==> src/rtl/rst_sequencer.sv <==
// Staged reset-release sequencer: releases uncore, then periph, then core after a
// programmable hold, re-runs on watchdog/software requests and core-only on ndmreset.
`timescale 1ns/1ps
module rst_sequencer #(
   parameter int HOLD_CYCLES = 16,
   parameter int STEP_CYCLES = 8
) (
   input  logic       clk,
   input  logic       rst_n,
   input  logic       wdt_rst_req,
   input  logic       sw_rst_req,
   input  logic       ndm_rst_req,
   output logic       rst_uncore_n,
   output logic       rst_periph_n,
   output logic       rst_core_n,
   output logic       sys_ready,
   output logic [3:0] rst_cause
);

   typedef enum logic [2:0] {
      S_RESET,
      S_HOLD,
      S_REL_UNCORE,
      S_REL_PERIPH,
      S_RUN,
      S_CORE_HOLD
   } state_t;

   localparam logic [7:0] HOLD_LAST = 8'(HOLD_CYCLES - 1);
   localparam logic [7:0] STEP_LAST = 8'(STEP_CYCLES - 1);

   state_t     r_state;
   state_t     w_stateNext;
   logic [7:0] r_cnt;
   logic [7:0] w_cntNext;
   logic       r_uncoreN;
   logic       r_periphN;
   logic       r_coreN;
   logic       r_ready;
   logic [3:0] r_cause;
   logic       w_uncoreN;
   logic       w_periphN;
   logic       w_coreN;
   logic [3:0] w_causeNext;

   // State, counter and all outputs are registered; rst_n low overrides everything.
   always_ff @(posedge clk) begin
      if (!rst_n) begin
         r_state   <= S_RESET;
         r_cnt     <= 8'd0;
         r_uncoreN <= 1'b0;
         r_periphN <= 1'b0;
         r_coreN   <= 1'b0;
         r_ready   <= 1'b0;
         r_cause   <= 4'b0001;
      end else begin
         r_state   <= w_stateNext;
         r_cnt     <= w_cntNext;
         r_uncoreN <= w_uncoreN;
         r_periphN <= w_periphN;
         r_coreN   <= w_coreN;
         r_ready   <= w_coreN;
         r_cause   <= w_causeNext;
      end
   end

   // RESET counts like HOLD once rst_n is high, so edge 1 is the first hold cycle.
   always_comb begin
      w_stateNext = r_state;
      case (r_state)
         S_RESET, S_HOLD: if (r_cnt == HOLD_LAST) w_stateNext = S_REL_UNCORE;
         S_REL_UNCORE:    if (r_cnt == STEP_LAST) w_stateNext = S_REL_PERIPH;
         S_REL_PERIPH:    if (r_cnt == STEP_LAST) w_stateNext = S_RUN;
         S_RUN: begin
            if (wdt_rst_req || sw_rst_req) w_stateNext = S_HOLD;
            else if (ndm_rst_req)          w_stateNext = S_CORE_HOLD;
         end
         S_CORE_HOLD:     if (r_cnt == HOLD_LAST) w_stateNext = S_RUN;
         default:         w_stateNext = S_RESET;
      endcase
      w_cntNext = (w_stateNext != r_state || r_state == S_RUN) ? 8'd0 : r_cnt + 8'd1;
   end

   always_comb begin
      w_uncoreN   = (w_stateNext == S_REL_UNCORE) || (w_stateNext == S_REL_PERIPH) ||
                    (w_stateNext == S_RUN) || (w_stateNext == S_CORE_HOLD);
      w_periphN   = (w_stateNext == S_REL_PERIPH) || (w_stateNext == S_RUN) ||
                    (w_stateNext == S_CORE_HOLD);
      w_coreN     = (w_stateNext == S_RUN);
      w_causeNext = r_cause;
      if (r_state == S_RUN) begin
         if (wdt_rst_req)      w_causeNext = 4'b0010;
         else if (sw_rst_req)  w_causeNext = 4'b0100;
         else if (ndm_rst_req) w_causeNext = 4'b1000;
      end
   end

   assign rst_uncore_n = r_uncoreN;
   assign rst_periph_n = r_periphN;
   assign rst_core_n   = r_coreN;
   assign sys_ready    = r_ready;
   assign rst_cause    = r_cause;

endmodule

==> config.mk <==
export PLATFORM = sky130hd
export DESIGN_NAME = rst_sequencer
export DESIGN_NICKNAME = d
export VERILOG_FILES = /design/src/rtl/rst_sequencer.sv
export SDC_FILE = /design/constraint.sdc
export NUM_CORES = 1
export LEC_CHECK = 0
export CELL_PAD_IN_SITES_DETAIL_PLACEMENT = 1
export CELL_PAD_IN_SITES_GLOBAL_PLACEMENT = 2
export CORE_ASPECT_RATIO = 1.5
export CORE_MARGIN = 4
export CORE_UTILIZATION = 30
export CTS_BUF_LIST = sky130_fd_sc_hd__clkbuf_8
export DETAILED_ROUTE_END_ITERATION = 8
export PLACE_DENSITY_LB_ADDON = 0.1
export SLEW_MARGIN = 20
export SYNTH_ARGS = -nofsm -noshare
export SYNTH_HDL_FRONTEND = slang
export SYNTH_SLANG_ARGS = --single-unit
==> constraint.sdc <==
create_clock -name clk -period 1.59 [get_ports clk]
set_clock_uncertainty 0.2 [all_clocks]
set_input_delay 0.159 -clock clk [delete_from_list [all_inputs] [get_ports clk]]
set_output_delay 0.159 -clock clk [all_outputs]
set_load 0.02 [all_outputs]
; Yosys cells after proc, flatten, opt, wreduce, memory -nomap -nowiden
; Cells that the tools add are included.
[op_classes]
addsub = 1
bitwise = 1
n_eq_ne = 12
n_mux = 10
reduce_logical = 12
[ops]
columns = operator, n
row1 = $mux W3, 6
row2 = $pmux W3 S5, 1
row3 = $eq A3 B2 Y1 const B, 4
row4 = $eq A3 B3 Y1 const B, 4
row5 = $mux W4, 3
row6 = $add A8 B1 Y8 const B, 1
row7 = $eq A8 B3 Y1 const B, 1
row8 = $eq A8 B4 Y1 const B, 1
row9 = $logic_or A1 B1 Y1, 7
row10 = $reduce_or A2 Y1, 2
row11 = $eq A3 B1 Y1 const B, 1
row12 = $logic_not A3 Y1, 1
row13 = $ne A3 B3 Y1, 1
row14 = $reduce_bool A3 Y1, 1
row15 = $reduce_and A2 Y1, 1
row16 = $not A1 Y1, 1
[totals]
regBits = 18
out_inout_bits = 8
in_bits = 5

; Logic depth before layout (Yosys ltp)
[logic_depth]
ltp_word = 7
ltp_mapped = 5
mapped_depth_nobuf = 5

; Worst setup path before layout
; OpenSTA, ideal clock, no wires.
[synth_timing]
path_type = reg2reg
startpoint = register r_cnt[4]
endpoint = register r_periphN (netlist: rst_periph_n)
setup_time_ps = 88
slack_ps = -121
arrival_ps = 1423
stages_incl_launch_ff = 5
path_cell_list = dfxtp_1 -> or4_4 -> nor4_2 -> nor4_2 -> o32ai_2
[synth_between]
elab_chain_cells = 6
word_cells_on_any_way = 12
[synth_rtl]
columns = item, line
row1 = "start, declared", 34  ; logic [7:0] r_cnt;
row2 = "start signal, assigned", 58  ; r_cnt <= w_cntNext;
row3 = $eq A8 B4 Y1 / $eq A8 B3 Y1 (equally long branches), -
row4 = "$mux W3, on equally long branches", -
row5 = $pmux W3 S5 (*), 70  ; case (r_state)
row6 = $eq A3 B2 Y1 / $eq A3 B3 Y1 (equally long branches), 87  ; w_periphN = (w_stateNext == S_REL_PERIPH) || (w_stateNext == S_RUN) ||
row7 = $logic_or A1 B1 Y1, 87
row8 = $logic_or A1 B1 Y1 (*), 87
row9 = "end signal, assigned", 60  ; r_periphN <= w_periphN;
row10 = "end, declared", 37  ; logic r_periphN;
; Every way passes the cells marked *; elsewhere a longest branch is shown, timed or not.
; A chain may end at the register's enable or synchronous reset.

; Worst setup path in the final report
[layout_timing]
startpoint = register r_cnt[6]
endpoint = register r_ready (netlist: sys_ready)
[layout_between]
elab_chain_cells = 4
word_cells_on_any_way = 8
[layout_rtl]
columns = item, line
row1 = $eq A8 B4 Y1 / $eq A8 B3 Y1 (equally long branches), -
row2 = "$mux W3, on equally long branches", -
row3 = $pmux W3 S5 (*), 70
row4 = $eq A3 B3 Y1 (*), 89  ; w_coreN = (w_stateNext == S_RUN);
row5 = "end signal, assigned", 62  ; r_ready <= w_coreN;
row6 = "end, declared", 39  ; logic r_ready;
; Marked as above.

==> impl_metrics.csv <==
group,metric,value,unit
outcome,outcome,"finished, violations left",
outcome,violations,"negative setup slack",
place,globalplace.congestion,0.710,
flow_run,cap_violations,0,
timing,min_period,1.72,ns
finish,fin_util,49.0,%
critical_path,critPathMaxFanout,3,
yosys,synthCells,89,
finish,syn2layout_area_growth,57.7,%
place,dp_worst_setup_slack,-0.173,ns
routing,drt_first_pass_iters,4,
global_routing,antenna_found_initial,0,
yosys,synth_top_cell_by_area,"dfxtp_1",
power_and_ir_drop,sw_frac_of_total,22.4,%
yosys,synthTopCellsByArea,"dfxtp_1 44%, nor2_1 6.8%, nor4_2 4.6%, xnor2_1 4.3%, xor2_1 3.2%",
power_and_ir_drop,ir_drop,0.655,mV
timing,maxSlewHeadroom,74.6,%
yosys,yosysWarnings,0,
cts,path_clk_slew,0.07,ns
power_and_ir_drop,power_frac_clock,40.9,%
timing,fin_ws,-0.128,ns
routing,drt-total-wl,2.18,mm
yosys,async_flop_share,0,%
timing,holdWs,0.248,ns
power_and_ir_drop,combPwrFrac,9.0,%
yosys,synth_nets,95,
floorplanning,die_width,50.7,um
timing,rsz0062_at_grt,"yes",
global_routing,grt_max_degree,11,
yosys,synth_top_cell_area_share,43.8,%
floorplanning,ios,13,
floorplanning,dieArea,3660,um^2
cts,cts_hold_buf,0,
global_routing,grt_pass1_wl,3.55,mm
routing,via_count,761,
yosys,synth_common_cells,"18 x dfxtp_1, 15 x nor2_1, 6 x nand2_1",
timing,setup_viol,11,
global_routing,grt_pass1_vias,800,
power_and_ir_drop,seq_power_share,50.1,%
power_and_ir_drop,power.total,935,uW
critical_path,critPathArrivalTime,1.71,ns
cts,htree_num_levels,1,
routing,drt_iter0_markers,7,
finish,n_antenna_cell,0,
critical_path,cp-start-kind,"flip-flop",
power_and_ir_drop,power.density,721,nW/um^2
timing,worst_pin_slew,0.378,ns
yosys,synth.most_common_cell,"dfxtp_1",
timing,slew_viol_final,0,
cts,clockBufferDepth,2,
yosys,synth.ff_latch_count,18,
critical_path,worst_setup_path_end_kind,"flip-flop",
hold_path,min_path_type,"reg2reg",
cts,cts_buffers,3,
place,dpl_cell_area,1180,um^2
floorplanning,die_height,72.1,um
power_and_ir_drop,p_leak,0.000599,uW
timing,fmax,0.582,GHz
critical_path,critPathKind,"reg2reg",
floorplanning,num_rows,23,
cts,cts_tree,"yes",
finish,drive_gt1_share,38.1,%
yosys,avgSynthCellArea,9.24,um^2
yosys,synth.yosys.seq_area_share,43.8,%
timing,fin_crit_sh,108,%
yosys,synthFlopType,"dfxtp_1",
cts,post_cts_buffers,0,
cts,cts_sinks,18,
routing,drc,0,
routing,post_drt_via_cell_ratio,4.67,
place,dpl.hpwl,1.65,mm
yosys,synth-edff-count,0,
cts,root_buffer,"clkbuf_8",
power_and_ir_drop,switching_power,209,uW
global_routing,grt_usage,13.1,%
critical_path,crit_required,1.58,ns
yosys,ys_types,33,
timing,finalHoldViolCount,0,
cts,clock_latency,0.26,ns
finish,fin_area,1300,um^2
routing,antenna_left,0,
floorplanning,start_util,31.0,%
power_and_ir_drop,internal_power,726,uW
floorplanning,core_area,2650,um^2
global_routing,gr-total-overflow,0,
yosys,syn_area,822,um^2
place,port_buffers,12,
finish,final_net_count,133,
routing,routedWlPerCell,13.3,um
-- state kept, by name, indices dropped and copies added, names as in the netlist --
| register | flops |
|---|---|
| r_cnt | 8 |
| r_state | 3 |
| rst_cause | 4 |
| rst_periph_n | 1 |
| rst_uncore_n | 1 |
| sys_ready | 1 |
-- through the flow --
step	std cells	setup TNS, ns
2_1_floorplan	89	-0.0315
3_5_place_dp	159	-1.09
6_report	163	-0.458
3_3_place_gp	159	-0.989
4_1_cts	163	-0.594
5_1_grt	163	-1.07
-- layer usage --
layer  GRT usage, %  wire, um  part of all wire [%]
met2           23.4      1210                    55
met3           2.87        62                   2.9
met1           13.6       860                    40
met4           8.08        46                   2.1
met5              0         0                     0
-- final timing paths --
check / from / to / slack (ns) / cells after the start
worst min register to register: rst_cause[0] / rst_cause[0] / 0.25 / 2
worst max-delay path: r_cnt[6] / sys_ready / -0.13 / 4
worst max register to register: r_cnt[6] / sys_ready / -0.13 / 4
worst min-delay path: rst_cause[0] / rst_cause[0] / 0.25 / 2
-- power by group through the flow --
| stage | clock [uW] | sequential, uW | combinational [uW] |
|---|---|---|---|
| floorplan | 0 | 477 | 35.6 |
| global placement | 0 | 477 | 79.8 |
| detailed placement | 0 | 478 | 81.5 |
| CTS | 399 | 467 | 84.2 |
| global route | 419 | 470 | 93.8 |
| finish | 383 | 469 | 83.8 |
-- worst max-delay path: stages (launching register included) --
cell	delay (ns)
dfxtp_2	0.34
nor4_4	0.35
a311oi_2	0.16
nor4_2	0.38
nor3b_2	0.22
-- placed cells by master (no fill, tap or decap), drive strengths merged, types with 2 or more instances in the layout --
master	count
dlymetal6s2s	6
nand3	3
nor2	15
clkbuf	4
xnor2	4
buf	24
nor4	3
nor3b	2
and3	3
xor2	3
nand2b	2
clkdlybuf4s50	6
inv	4
o21ai	2
a21oi	5
nand2	6
and2	2
dfxtp	18
o31ai	2
-- cell type report --
cell class                      instances  area [um^2]
Clock buffer                            4         55.1
Fill cell                             307         1350
Inverter                                4         15.0
Multi-Input combinational cell         64          497
Sequential cell                        18          364
Tap cell                               37         46.3
Timing Repair Buffer                   36          319
-- cell families after synthesis --
kind of cell / synth area share (%)
compound gates: 16.7
fa+ha+maj: 1.52
xor+xnor: 7.46
flops: 43.8
buf+inv: 3.80
simple gates: 26.6
-- what timing repair did --
action / in CTS / in global routing
hold endpoints to repair: 0 / 0
pin swaps: 3 / 2
resized for setup: 3 / 13
endpoints found under the setup margin: 11 / 21
(Power assumes the default switching activity.)
